===== src/rtl/lsu.sv =====
// Load/store unit in front of the cotm32 data memory.
// Takes one load or store at a time. Splits an access that crosses a word
// boundary into two word-aligned memory cycles with byte strobes, and returns
// extended load data (or a fault) as a single-cycle response pulse.
module lsu #(
  parameter int XLEN             = 32,
  parameter bit ALLOW_MISALIGNED = 1'b1
) (
  input  logic            i_clk,
  input  logic            i_rst,
  input  logic            i_req_valid,
  output logic            o_req_ready,
  input  logic            i_req_we,
  input  logic [XLEN-1:0] i_req_addr,
  input  logic [XLEN-1:0] i_req_wdata,
  input  logic [1:0]      i_req_size,
  input  logic            i_req_unsigned,
  output logic            o_rsp_valid,
  output logic [XLEN-1:0] o_rsp_rdata,
  output logic            o_rsp_fault,
  output logic            o_mem_we,
  output logic [XLEN-1:0] o_mem_addr,
  output logic [XLEN-1:0] o_mem_wdata,
  output logic [3:0]      o_mem_wstrb,
  input  logic [XLEN-1:0] i_mem_rdata
);

  typedef enum logic [1:0] {IDLE, ACC0, ACC1, DONE} state_t;

  localparam logic [XLEN-3:0] ONE_WORD = 1;

  state_t            r_state;
  state_t            w_next;

  logic              r_we;
  logic [XLEN-1:2]   r_waddr;
  logic [XLEN-1:0]   r_wdata;
  logic              r_unsigned;
  logic [1:0]        r_off;
  logic [2:0]        r_nbytes;
  logic [3:0]        r_mask;
  logic              r_cross;
  logic              r_fault;
  logic [31:0]       r_lo;
  logic [23:0]       r_hi;
  logic [XLEN-1:0]   r_mem_addr;
  logic [XLEN-1:0]   r_mem_wdata;

  logic              w_accept;
  logic [2:0]        w_nbytes;
  logic [3:0]        w_mask;
  logic              w_misaligned;
  logic              w_fault;
  logic              w_cross;
  logic [7:0]        w_wide_mask;
  logic [63:0]       w_wide_data;
  logic [XLEN-1:0]   w_acc0_addr;
  logic [XLEN-1:0]   w_acc1_addr;
  logic [31:0]       w_aligned;
  logic [31:0]       w_load_data;

  assign w_accept    = i_req_valid && (r_state == IDLE);
  assign w_cross     = (({1'b0, i_req_addr[1:0]} + w_nbytes) > 3'd4);
  assign w_fault     = (i_req_size == 2'b11) ||
                       ((ALLOW_MISALIGNED == 1'b0) && w_misaligned);
  assign w_wide_mask = {4'b0000, r_mask} << r_off;
  assign w_wide_data = {32'h0, r_wdata} << {r_off, 3'b000};
  assign w_acc0_addr = {r_waddr, 2'b00};
  assign w_acc1_addr = {r_waddr + ONE_WORD, 2'b00};
  assign o_req_ready = (r_state == IDLE);

  // Decode access size into byte count, base mask and natural-alignment check
  always_comb begin
    w_nbytes     = 3'd4;
    w_mask       = 4'b1111;
    w_misaligned = 1'b0;
    case (i_req_size)
      2'b00: begin
        w_nbytes = 3'd1;
        w_mask   = 4'b0001;
      end
      2'b01: begin
        w_nbytes     = 3'd2;
        w_mask       = 4'b0011;
        w_misaligned = i_req_addr[0];
      end
      2'b10: begin
        w_misaligned = |i_req_addr[1:0];
      end
      default: begin
        w_nbytes = 3'd4;
      end
    endcase
  end

  // State register
  always_ff @(posedge i_clk or posedge i_rst) begin
    if (i_rst) begin
      r_state <= IDLE;
    end else begin
      r_state <= w_next;
    end
  end

  // Next-state logic: faults skip the memory cycles, crossings take two
  always_comb begin
    w_next = r_state;
    case (r_state)
      IDLE: begin
        if (w_accept) begin
          w_next = w_fault ? DONE : ACC0;
        end
      end
      ACC0:    w_next = r_cross ? ACC1 : DONE;
      ACC1:    w_next = DONE;
      DONE:    w_next = IDLE;
      default: w_next = IDLE;
    endcase
  end

  // Capture the request at acceptance and load data during each access cycle
  always_ff @(posedge i_clk or posedge i_rst) begin
    if (i_rst) begin
      r_we       <= 1'b0;
      r_waddr    <= '0;
      r_wdata    <= '0;
      r_unsigned <= 1'b0;
      r_off      <= 2'b00;
      r_nbytes   <= 3'd0;
      r_mask     <= 4'b0000;
      r_cross    <= 1'b0;
      r_fault    <= 1'b0;
      r_lo       <= 32'h0;
      r_hi       <= 24'h0;
    end else if (w_accept) begin
      r_we       <= i_req_we;
      r_waddr    <= i_req_addr[XLEN-1:2];
      r_wdata    <= i_req_wdata;
      r_unsigned <= i_req_unsigned;
      r_off      <= i_req_addr[1:0];
      r_nbytes   <= w_nbytes;
      r_mask     <= w_mask;
      r_cross    <= w_cross;
      r_fault    <= w_fault;
      r_lo       <= 32'h0;
      r_hi       <= 24'h0;
    end else if ((r_state == ACC0) && !r_we) begin
      r_lo <= i_mem_rdata;
    end else if ((r_state == ACC1) && !r_we) begin
      r_hi <= i_mem_rdata[23:0];
    end
  end

  // Remember the last driven memory address/data so they hold between accesses
  always_ff @(posedge i_clk or posedge i_rst) begin
    if (i_rst) begin
      r_mem_addr  <= '0;
      r_mem_wdata <= '0;
    end else if ((r_state == ACC0) || (r_state == ACC1)) begin
      r_mem_addr  <= o_mem_addr;
      r_mem_wdata <= o_mem_wdata;
    end
  end

  // Shift the two captured words down by the byte offset, then extend.
  // The top byte of the high word can never reach the result (at most 7 bytes span).
  always_comb begin
    w_aligned   = r_lo;
    w_load_data = 32'h0;
    case (r_off)
      2'd0:    w_aligned = r_lo;
      2'd1:    w_aligned = {r_hi[7:0],  r_lo[31:8]};
      2'd2:    w_aligned = {r_hi[15:0], r_lo[31:16]};
      default: w_aligned = {r_hi[23:0], r_lo[31:24]};
    endcase
    case (r_nbytes)
      3'd1:    w_load_data = {{24{w_aligned[7] & ~r_unsigned}},  w_aligned[7:0]};
      3'd2:    w_load_data = {{16{w_aligned[15] & ~r_unsigned}}, w_aligned[15:0]};
      default: w_load_data = w_aligned;
    endcase
  end

  // Memory-side and response-side outputs decoded from the current state
  always_comb begin
    o_mem_we    = 1'b0;
    o_mem_wstrb = 4'b0000;
    o_mem_addr  = r_mem_addr;
    o_mem_wdata = r_mem_wdata;
    o_rsp_valid = 1'b0;
    o_rsp_fault = 1'b0;
    o_rsp_rdata = '0;
    case (r_state)
      ACC0: begin
        o_mem_we    = r_we;
        o_mem_wstrb = w_wide_mask[3:0];
        o_mem_addr  = w_acc0_addr;
        o_mem_wdata = w_wide_data[31:0];
      end
      ACC1: begin
        o_mem_we    = r_we;
        o_mem_wstrb = w_wide_mask[7:4];
        o_mem_addr  = w_acc1_addr;
        o_mem_wdata = w_wide_data[63:32];
      end
      DONE: begin
        o_rsp_valid = 1'b1;
        o_rsp_fault = r_fault;
        if (!r_we && !r_fault) begin
          o_rsp_rdata = w_load_data;
        end
      end
      default: begin
        o_mem_we = 1'b0;
      end
    endcase
  end

endmodule


===== config.mk =====
export PLATFORM = sky130hd
export DESIGN_NAME = lsu
export DESIGN_NICKNAME = d
export VERILOG_FILES = /design/src/rtl/lsu.sv
export SDC_FILE = /design/constraint.sdc
export NUM_CORES = 1
export LEC_CHECK = 0
export ABC_AREA = 1
export CAP_MARGIN = 15
export CORE_MARGIN = 2
export CORE_UTILIZATION = 23
export DETAILED_ROUTE_END_ITERATION = 6
export SYNTH_ARGS = -nofsm -noshare
export SYNTH_HDL_FRONTEND = slang
export SYNTH_SLANG_ARGS = --single-unit

===== constraint.sdc =====
create_clock -name i_clk -period 6.5 [get_ports i_clk]
set_clock_uncertainty 0.15 [all_clocks]
set_input_delay 1.3 -clock i_clk [delete_from_list [all_inputs] [get_ports i_clk]]
set_output_delay 1.3 -clock i_clk [all_outputs]
set_load 0.01 [all_outputs]

* After elaboration in Yosys (flattened, before gate mapping)
Cells that the tools add are included.
Storage, ports and cells: logic and storage cells 68, output and inout port bits 104, input bits 103, register bits after elaboration 197
Operators by class: equality and inequality tests 11, shift-type cells 2, magnitude comparators 1, bitwise gates (word level) 3, $add $sub $neg 2, reduce and logical (&&, ||, !) cells 14, multiplexer cells 21
Operators with widths (number):
- $pmux W32 S2 | 3
- $mux W32 | 4
- $pmux W32 S3 | 1
- $mux W24 | 3
- $shl A32 B5 Y64 | 1
- $add A30 B1 Y30 const B | 1
- $pmux W4 S2 | 2
- $eq A2 B2 Y1 const B | 4
- $pmux W2 S4 | 1
- $shl A4 B2 Y8 | 1
- $eq A2 B1 Y1 const B | 3
- $logic_not A2 Y1 | 3
- $pmux W3 S2 | 1
- $logic_and A1 B1 Y1 | 4
- $mux W1 | 4
- $mux W2 | 2
- $reduce_bool A2 Y1 | 2
- $add A2 B3 Y3 | 1
- $eq A3 B1 Y1 const B | 1
- $eq A3 B2 Y1 const B | 1
- $gt A3 B3 Y1 const B | 1
- $and A1 B1 Y1 | 2
- $logic_not A1 Y1 | 2
- $ne A2 B1 Y1 const B | 1
- other kinds (5) | 5

* Logic depth before layout (Yosys ltp)
word-level depth 6, gate-level depth with buffers 10, depth with buffers taken out 9

* Worst setup path after synthesis
Ideal clock, no wire load.
kind reg2out, from register r_state[1], to output port o_mem_wdata[24], setup slack 3.405 ns, required time 5.050 ns, buffers on the path 2, stages on the path, launching flop included 9, arrival 1.645 ns, path through dfrtp_1 -> inv_1 -> ha_1 -> buf_2 -> nand2_1 -> inv_1 -> buf_2 -> o21ai_0 -> o21ai_0
On the way: cells in the longest elaborated chain, start to end 2, elaborated cells on any way between the ends 3, classes of those cells eq/ne: 2; mux: 1
RTL lines:
- from (decl) | line 32 | state_t r_state;
- from (signal assigned) | line 101 | r_state <= w_next;
- $eq A2 B2 Y1 / $eq A2 B1 Y1 (equally long branches) | line 192 | case (r_state)
- $pmux W32 S2 (*) | line 192
- to (decl) | line 23 | output logic [XLEN-1:0] o_mem_wdata,
Mark *: on every way between the ends. The rest lies on a longest branch, timed or not.

* Worst setup path in the final report
from register r_state[1], to output port o_mem_wdata[16]
The elaborated chain is that of the path after synthesis.

==> impl_metrics.ini <==
[place]
hpwlAfterDp_um = 30660
gp_congestion = 0.9466
portBuffers = 206
dp.cells = 2307

[power_and_ir_drop]
totalPowerFinal_mw = 7.957
comb_power_share_pct = 58.0
powerDensity_nw_per_um2 = 555.8
netSwitchingPower_mw = 3.857
sequentialPowerShare_pct = 27.6
p_leak_nw = 6.484
p_sw_share_pct = 48.47
p_int_mw = 4.100
clockPowerShare_pct = 14.4
irDropWorstVdd_v = 0.0002169

[clock_network]
cts.sinks = 195
numCtsBuffers = 17
cts_resized = 0
clk_latency_ps = 470
cts_tree = built
post_cts_buffers = 0
cts_hold_buf = 0
h-tree-depth = 4
cts_root_buf = clkbuf_16
path_clk_slew_ps = 80
clk_path_buf_depth = 2

[global_routing]
grt_pass1_vias = 10890
antenna_found_initial = 1
grt_pass1_wl_um = 63910
grt_overflow = 0
grt_max_degree = 149
grt_usage_pct = 16.62

[logic_synthesis]
postSynthAreaPerCell_um2 = 7.190
synth_top_area_cell = dfrtp_1
yosys_warnings = 0
synthCells = 1550
syn-num-nets = 1660
synth_seq_cells = 195
synth.distinct_cells = 38
ys_top_cells_by_area = dfrtp_1, nand2_1, o21ai_0
syn_area_um2 = 11140
synth_top_cell_area_share_pct = 43.79
synth_seq_area_share_pct = 43.79

[routing]
drtIter0Drc = 869
routedWlPerCell_um = 17.85
wirelength_um = 41750
route.detailed.drc = 0
drt_pass1_iterations = 5
antenna_left = 0
avgViaCountPerCell = 4.730
vias = 11060

[floorplan]
die_w_um = 224.1
coreArea_um2 = 47750
dieArea_um2 = 50230
die_h_um = 224.1
start_util_pct = 23.34
fp-row-count = 80
io_pins = 207

[worst_setup_path]
r2r_start = r_state[1]$_DFFE_PP0P_
cp.arrival_ps = 3560
crit_chain = inv_1 -> ha_1 -> nand2_1 -> clkinv_1 -> a21oi_1 -> nand3_1 -> o21ai_0 -> inv_1 -> clkdlybuf4s50_1
cp_common_cell = inv_1
crit_path_end_kind = primary output
rr_worst_depth = 8
worst_path_max_delay_cell = clkinv_1
max_stage_delay_ps = 720
worst-path-max-fanout = 26
crit_required_ps = 5050
criticalPathCategory = reg2out
crit_path_start_kind = flip-flop
r2r_end = r_mem_wdata[16]$_DFFE_PP0N_
path_buf_inv = 4
critPathTopFamily = buffers and inverters
rrSetupSlack_ps = 3620

[sta]
post-route-period-util_pct = 77.06
finalSetupViolCount = 0
worst_pin_slew_ps = 968.3
rsz0062_at_grt = no
relSlewSlack_pct = 35.38
slew_viol_final = 0
min_period_ps = 5009
finalSetupTns_ps = 0
fmax_ghz = 0.1996
hold_viol = 0

[min_path]
holdPathEnd = r_mem_addr[6]$_DFFE_PP0N_
hold_depth = 2
hold_class = reg2reg
worstHoldStart = r_mem_addr[6]$_DFFE_PP0N_

[final_layout]
fill_cells = 5135
drive_gt1_share_pct = 5.394
area_growth_pct = 28.46
fin_cells = 2339
final_util_pct = 29.98
fin_nets = 1821
antenna_cells = 0

[run_status]
status = finished clean

[run]
maxCapViolCount = 0
-- placed cells by master, fill, tap and decap left out, types with 2 or more instances in the layout --
cell type	netlist	layout
a21oi_1	49	49
a31oi_1	28	28
buf_4	10	13
bufinv_16	0	2
clkbuf_16	0	17
clkdlybuf4s50_1	0	206
clkinv_4	0	3
clkinv_8	0	2
clkinvlp_4	0	4
dfrtp_1	195	194
ha_1	6	5
inv_1	180	179
inv_2	4	3
inv_4	1	2
inv_8	0	4
mux2_2	16	16
nand2_1	474	474
nand2_2	3	3
nand2_4	2	2
nand3_1	73	73
nand3_2	6	6
nand4_1	10	10
nor2_1	136	136
nor2_2	5	5
nor2_4	2	2
nor3_1	35	35
o2111ai_1	9	9
o211ai_1	25	25
o21ai_0	178	178
o21ai_1	7	6
o21bai_1	2	2
o22ai_1	18	18
-- tightest hold or removal path: stages (launching register included) --
cell,delay (ps)
dfrtp_1,330
nand2_1,60
nand2_1,60
-- worst max path at each step --
stage	cells after the start	to	from
6_report	9	o_mem_wdata[16]	r_state[1]$_DFFE_PP0P_
2_1_floorplan	1	r_cross$_DFFE_PP0P_	i_rst
5_1_grt	9	o_mem_wdata[16]	r_state[1]$_DFFE_PP0P_
3_3_place_gp	8	o_mem_wdata[16]	r_off[1]$_DFFE_PP0P_
3_5_place_dp	8	o_mem_wdata[16]	r_off[1]$_DFFE_PP0P_
4_1_cts	8	o_mem_wdata[16]	r_off[1]$_DFFE_PP0P_
-- Yosys cell counts, drive strengths merged --
library cell / n
fa: 1
or2: 1
clkbuf: 25
o211ai: 25
nand2: 479
a31oi: 28
a21oi: 49
buf: 53
o21a: 1
o221ai: 1
mux2: 16
inv: 185
o31ai: 1
dfrtp: 195
o21bai: 2
o2111ai: 9
ha: 6
o21ai: 185
clkinv: 1
nor2: 144
nor3: 35
o22ai: 18
nand4: 10
nand3: 80
-- layout make-up --
| cell class | count | area (um2) | share of cell area, % |
|---|---|---|---|
| multi-input combinational | 1091 | 5159 | 36.03 |
| sequential | 195 | 4881 | 34.09 |
| timing repair buffer | 220 | 2180 | 15.22 |
| tap | 615 | 769.5 | 5.375 |
| inverter | 186 | 706.9 | 4.938 |
| clock buffer | 17 | 425.4 | 2.972 |
| clock inverter | 15 | 195.2 | 1.363 |
-- flip-flops by register name (all words and copies together), names as in the netlist --
name	flops
r_mask	3
r_mem_addr	32
r_lo	32
r_state	2
r_wdata	32
r_cross	1
r_off	2
r_unsigned	1
r_mem_wdata	32
r_fault	1
r_hi	24
r_waddr	30
r_nbytes	2
r_we	1
-- logic make-up after synthesis --
| family | Yosys count | share of synthesized area [%] |
|---|---|---|
| AO/OA/AOI/OAI | 319 | 15.88 |
| adder cells (fa/ha/maj) | 7 | 0.8533 |
| buffers and inverters | 264 | 10.13 |
| flip-flops | 195 | 43.79 |
| multiplexers | 16 | 1.617 |
| AND/OR/NAND/NOR | 749 | 27.74 |
-- stage by stage --
step | worst slack (ps) | area, um2 | hold WS [ps]
after floorplan | 2532 | 11150 | 292.8
after global placement | 1873 | 13700 | 308.5
after detailed placement | 1948 | 13700 | 311.1
after CTS | 1423 | 14320 | 333.2
after global routing | 1258 | 14320 | 358.5
final | 1491 | 14320 | 328.3
-- power by group through the flow --
stage | Combinational (mW) | Sequential (mW) | Clock (mW)
2_1_floorplan | 2.83 | 2.02 | 0
3_3_place_gp | 4.60 | 2.20 | 0
3_5_place_dp | 4.65 | 2.21 | 0
4_1_cts | 4.66 | 2.19 | 1.17
5_1_grt | 5.10 | 2.26 | 1.21
6_report | 4.62 | 2.20 | 1.14
-- routing by layer --
metal / up-vias / track usage, % / routed length (um) / share of wire, %
met4: 2 / 5.806 / 1065 / 2.6
met5: - / 0 / 13 / 0.031
li1: 5331 / - / - / -
met1: 5324 / 21.82 / 18820 / 45
met2: 355 / 27.00 / 19510 / 47
met3: 51 / 3.528 / 2343 / 5.6
(Power assumes the default switching activity.)
==> RTL edit 1, RTL diff (same flow settings) <==
Put a register stage on the output `o_rsp_fault`, with the module's reset. The value now appears one clock later. The other outputs are not delayed to match.
--- a/src/rtl/lsu.sv
+++ b/src/rtl/lsu.sv
@@ -28,6 +28,8 @@
   typedef enum logic [1:0] {IDLE, ACC0, ACC1, DONE} state_t;
 
   localparam logic [XLEN-3:0] ONE_WORD = 1;
+
+  logic o_rsp_fault_d;
 
   state_t            r_state;
   state_t            w_next;
@@ -187,7 +189,7 @@
     o_mem_addr  = r_mem_addr;
     o_mem_wdata = r_mem_wdata;
     o_rsp_valid = 1'b0;
-    o_rsp_fault = 1'b0;
+    o_rsp_fault_d = 1'b0;
     o_rsp_rdata = '0;
     case (r_state)
       ACC0: begin
@@ -204,7 +206,7 @@
       end
       DONE: begin
         o_rsp_valid = 1'b1;
-        o_rsp_fault = r_fault;
+        o_rsp_fault_d = r_fault;
         if (!r_we && !r_fault) begin
           o_rsp_rdata = w_load_data;
         end
@@ -215,5 +217,13 @@
     endcase
   end
 
+  always_ff @(posedge i_clk or posedge i_rst) begin
+    if (i_rst) begin
+      o_rsp_fault <= '0;
+    end else begin
+      o_rsp_fault <= o_rsp_fault_d;
+    end
+  end
+
 endmodule
 
Formal check against the unedited RTL: not equivalent (Yosys sat finds a counterexample within 4 cycles, from zero or initial values and one cycle with i_rst high).
==> RTL edit 1 against the unedited design <==
- synthesized area is 0.22% higher
- sequential cell count increased by 1
- global-route usage down 0.35 points
- synthesized cell count is essentially flat
- cell area barely moved
- wire length decreased by 2.3%
- clock power is 4% lower
- total power shrank 0.64%
- setup slack got worse by 0.16 ns
- largest cell class unchanged
==> RTL edit 1: results (changes against the unedited design) <==
stage,metric,value,unit,change
status,run_status,completed,,
setup_path,r2r-start,r_state[0],,
route,viasPerCell,4.711,,-0.39%
global_route,grtUsageTotal,0.1627,,-0.003451
placed_design,dp_hpwl,29390,um,-4.1%
route,drt_iter0_markers,952,,+9.6%
placed_design,gp_congestion,0.9122,,-3.6%
final_layout,n_fill_cell,5147,,+0.23%
global_route,antenna_found_initial,2,,+1
placed_design,dp_worst_setup_slack,1.777,ns,-0.1702 ns
synthesis,syn-instance-count,1551,,+0.065%
global_route,grt_start_max_net_pins,158,,+6.0%
setup_path,crit_fanout,13,,-50%
route,wl_met3,3179,um,+36%
sta,fin_crit_sh,0.7953,,+0.02469
placed_design,dp_cells,2306,,-0.043%
route,drt_pass1_iterations,5,,unchanged
pwr,leakagePower,0.006489,uW,about the same
synthesis,yosysSeqAreaShare,0.4391,,+0.001259
synthesis,synth_compound_area_frac,0.1584,,-0.0003557
sta,maxSlewHeadroom,0.3349,,-0.01885
cts,cts.clk_slew.worst_paths,0.07,ns,
route,wl_per_cell,17.42,um,-2.4%
final_layout,final_layout_size_suffix_gt1_frac,0.05278,,-0.001160
synthesis,synth_common_cells,"nand2_1 (474), dfrtp_1 (196), inv_1 (180), o21ai_0 (178), nor2_1 (136)",,
route,wl_met1,18030,um,-4.2%
global_route,grt_pass1_wl,63200,um,-1.1%
global_route,met2_usage,0.2599,,-0.01012
synthesis,yosys-top-cells-area,"dfrtp_1 (44%), nand2_1 (16%), o21ai_0 (8.0%), inv_1 (6.0%), nor2_1 (4.6%)",,
global_route,grtUsageMet3,0.04415,,+0.008871
setup_path,cp.arrival,3.72,ns,+0.16 ns
setup_path,r2r_setup_slack,3.53,ns,-0.09 ns
route,wl_met2,18580,um,-4.7%
pwr,ir_drop,0.2874,mV,+32%
global_route,grtUsageMet1,0.2098,,-0.008361
synthesis,synthMuxAreaShare,0.01613,,-0.00003622
route,vias,11030,,-0.31%
setup_path,r2r-end,r_mask[1],,
synthesis,synth_fp_nets,1661,,+0.060%
cts,post-cts-setup-buffers,0,,unchanged
synthesis,synthAdderAreaFrac,0.008513,,-0.00001912
==> RTL edit 1: changes by cell type after synthesis, sizes merged <==
cell and change:
dfrtp +1
==> RTL edit 1: worst max-delay path, cell delays in order (launching register included) <==
cell,delay [ns]
dfrtp_1,0.41
inv_1,0.13
ha_1,0.62
inv_1,0.27
nor2_1,0.69
nand3_1,0.21
a31oi_1,0.30
clkdlybuf4s50_1,0.62
==> RTL edit 1: stage by stage <==
| stage | utilization | power (uW) | instance area [sq um] | hold WS [ns] |
|---|---|---|---|---|
| finish | 0.2994 | 7905 | 14330 | 0.3264 |
| global route | 0.2993 | 8544 | 14320 | 0.3463 |
| CTS | 0.2987 | 7947 | 14290 | 0.3276 |
| detailed placement | 0.2864 | 6819 | 13700 | 0.3114 |
| global placement | 0.2864 | 6751 | 13700 | 0.3059 |
| floorplan | - | 4859 | 11170 | 0.2928 |
==> RTL edit 1: cell type report <==
class	instances	area share
multi-input cells	1091	0.3599
clock buffers	17	0.02970
flip-flops and latches	196	0.3425
well taps	615	0.05372
inverters	186	0.04935
repair buffers	219	0.1530
clock inverters	15	0.01144
diodes	2	0.0003494
==> RTL edit 1: power breakdown <==
| part | switching [uW] | internal (uW) |
|---|---|---|
| combinational | 2860 | 1760 |
| sequential | 424 | 1770 |
| clock | 548 | 547 |
| total | 3830 | 4070 |
==> RTL edit 1: worst max path at each step <==
stage	from	end	slack, ns	cells past startpoint
after floorplan	i_rst	o_rsp_fault	2.52	1
after global placement	r_off[0]	o_rsp_rdata[29]	1.95	10
after detailed placement	r_state[0]	o_mem_wdata[1]	1.78	7
after CTS	r_state[0]	o_mem_wdata[1]	1.25	7
after global routing	r_state[1]	o_mem_addr[4]	1.09	7
final	r_state[0]	o_mem_wdata[1]	1.33	7
==> RTL edit 2, RTL diff (same settings) <==
Without the edit above. The parameter `ALLOW_MISALIGNED` goes from 1'b1 to 1'b0.
--- a/src/rtl/lsu.sv
+++ b/src/rtl/lsu.sv
@@ -4,7 +4,7 @@
 // extended load data (or a fault) as a single-cycle response pulse.
 module lsu #(
   parameter int XLEN             = 32,
-  parameter bit ALLOW_MISALIGNED = 1'b1
+  parameter bit ALLOW_MISALIGNED = 1'b0
 ) (
   input  logic            i_clk,
   input  logic            i_rst,
Check against the original RTL: not equivalent (a bounded check fails within 4 cycles, from zero or initial values and one cycle with i_rst high).
==> RTL edit 2 against the unedited design <==
- total power down 1.7%
- die area up 0.94%
- register-to-register slack worse by 0.04 ns
- hold slack better by 0.0020 ns
- wire length down 6.8%
- synthesized area up 0.95%
- setup slack worse by 0.20 ns
- cell area up 0.77%
- critical path depth down 1
- fmax down 3.8%
- sequential power down 2%
- cell count up 1.0%
- sequential cell count unchanged
- critical path type unchanged
- largest power group unchanged
- highest routed layer unchanged
==> RTL edit 2: results (changes against the unedited design) <==
stage,metric,value,unit,change
setup_path,r2r-start,r_state[1],,
placed_design,dp_cells,2332,,+1.1%
final_layout,multiInputCombCellCount,1101,,+0.92%
route,drt_pass1_iterations,6,,+1
setup_path,r2r_setup_slack,3.58,ns,-0.04 ns
synthesis,synth_fp_nets,1682,,+1.3%
final_layout,nNonClkBuffers,221,,+0.45%
final_layout,signal_buffer_area_fraction,0.1516,,-0.0006414
placed_design,place_area,0.01382,sq mm,+0.93%
setup_path,slowest_stage,clkdlybuf4s50_1,,
global_route,grtUsageTotal,0.1567,,-0.009486
pwr,leakagePower,0.006577,uW,+1.4%
sta,tightest_slew,1.129,ns,+0.1608 ns
final_layout,seq_cell_count,195,,unchanged
synthesis,synthDistinctLibCells,43,,+13%
final_layout,final-clk-cell-share,0.04180,,-0.001545
global_route,grt_pass1_wl,60700,um,-5.0%
final_layout,design_area,0.01443,sq mm,+0.77%
final_layout,multi_input_area_share,0.3637,,+0.003321
status,run_status,completed,,
pwr,ir_drop,0.2484,mV,+15%
setup_path,r2r-end,r_mem_addr[14],,
global_route,grt_start_max_net_pins,143,,-4.0%
placed_design,dp_hpwl,27760,um,-9.5%
final_layout,area_delta_synth_final,28.22,%,
synthesis,yosysSeqAreaShare,0.4337,,-0.004139
setup_path,slowest_delay,0.60,ns,-0.12 ns
synthesis,synth_common_cells,"nand2_1 (479), dfrtp_1 (195), o21ai_0 (190), inv_1 (179), nor2_1 (150)",,
cts,clock_latency,0.49,ns,+0.02 ns
setup_path,cp.arrival,3.76,ns,+0.20 ns
route,wl_per_cell,16.47,um,-7.7%
final_layout,final_layout_size_suffix_gt1_frac,0.05916,,+0.005217
final_layout,n_fill_cell,5284,,+2.9%
min_path,worstHoldStart,r_mem_addr[15],,
global_route,antenna_found_initial,1,,unchanged
synthesis,avgSynthCellArea,7.180,sq um,-0.14%
setup_path,r2r_cells,7,,-1
placed_design,dp_worst_setup_slack,1.703,ns,-0.2443 ns
setup_path,crit_fanout,38,,+46%
min_path,min_to,r_mem_addr[15],,
final_layout,instances_no_fill,2363,,+1.0%
route,viasPerCell,4.634,,-2.0%
final_layout,inverters,193,,+3.8%
route,drt_iter0_markers,872,,+0.35%
global_route,grt_pass1_vias,10680,,-1.9%
synthesis,yosys-top-cells-area,"dfrtp_1 (43%), nand2_1 (16%), o21ai_0 (8.5%), inv_1 (6.0%), nor2_1 (5.0%)",,
sta,hold_slack,0.3303,ns,+0.001997 ns
final_layout,clockBufferCount,19,,+2
final_layout,num-nets-final,1844,,+1.3%
placed_design,gp_congestion,0.8645,,-8.7%
RTL edit 2: cell count changes after synthesis, sizes merged, moves of 3 or more:
cell	before	now
o22ai	18	4
o211ai	25	43
nand2	479	484
a31oi	28	15
nor2	144	157
or2	1	4
a21oi	49	55
inv	185	191
o21ai	185	200
ha	6	11
nand3	80	72
nor3	35	7
o2111ai	9	4
RTL edit 2: power by group:
group	switching, uW	internal [uW]	total (uW)
combinational	2800	1740	4530
clock	531	593	1120
sequential	401	1760	2160
total	3730	4090	7820
RTL edit 2: cells by family after synthesis:
| family | share of synthesized area |
|---|---|
| XOR/XNOR | 0.0007786 |
| buffers and inverters | 0.1018 |
| AND/OR/NAND/NOR | 0.2657 |
| adder cells (fa/ha/maj) | 0.01401 |
| multiplexers | 0.01779 |
| flip-flops | 0.4337 |
| AO/OA/AOI/OAI | 0.1663 |
RTL edit 2: layer usage:
layer / track usage / share of wire / up-vias / routed length, um
met5: 0 / 0.00033 / - / 13
met4: 0.05255 / 0.021 / 2 / 825
met3: 0.03898 / 0.067 / 47 / 2618
met2: 0.2492 / 0.46 / 352 / 17830
met1: 0.2074 / 0.45 / 5205 / 17630
li1: - / - / 5343 / -
RTL edit 2: worst max path at each step:
| stage | from | endpoint | slack (ns) |
|---|---|---|---|
| after floorplan | i_rst | r_cross | 2.53 |
| after CTS | r_state[1] | o_mem_addr[4] | 1.15 |
| final | r_state[1] | o_mem_addr[4] | 1.29 |
| after global routing | r_state[1] | o_mem_addr[4] | 0.97 |
| after detailed placement | r_state[0] | o_mem_addr[4] | 1.70 |
| after global placement | r_state[1] | o_mem_addr[4] | 1.77 |
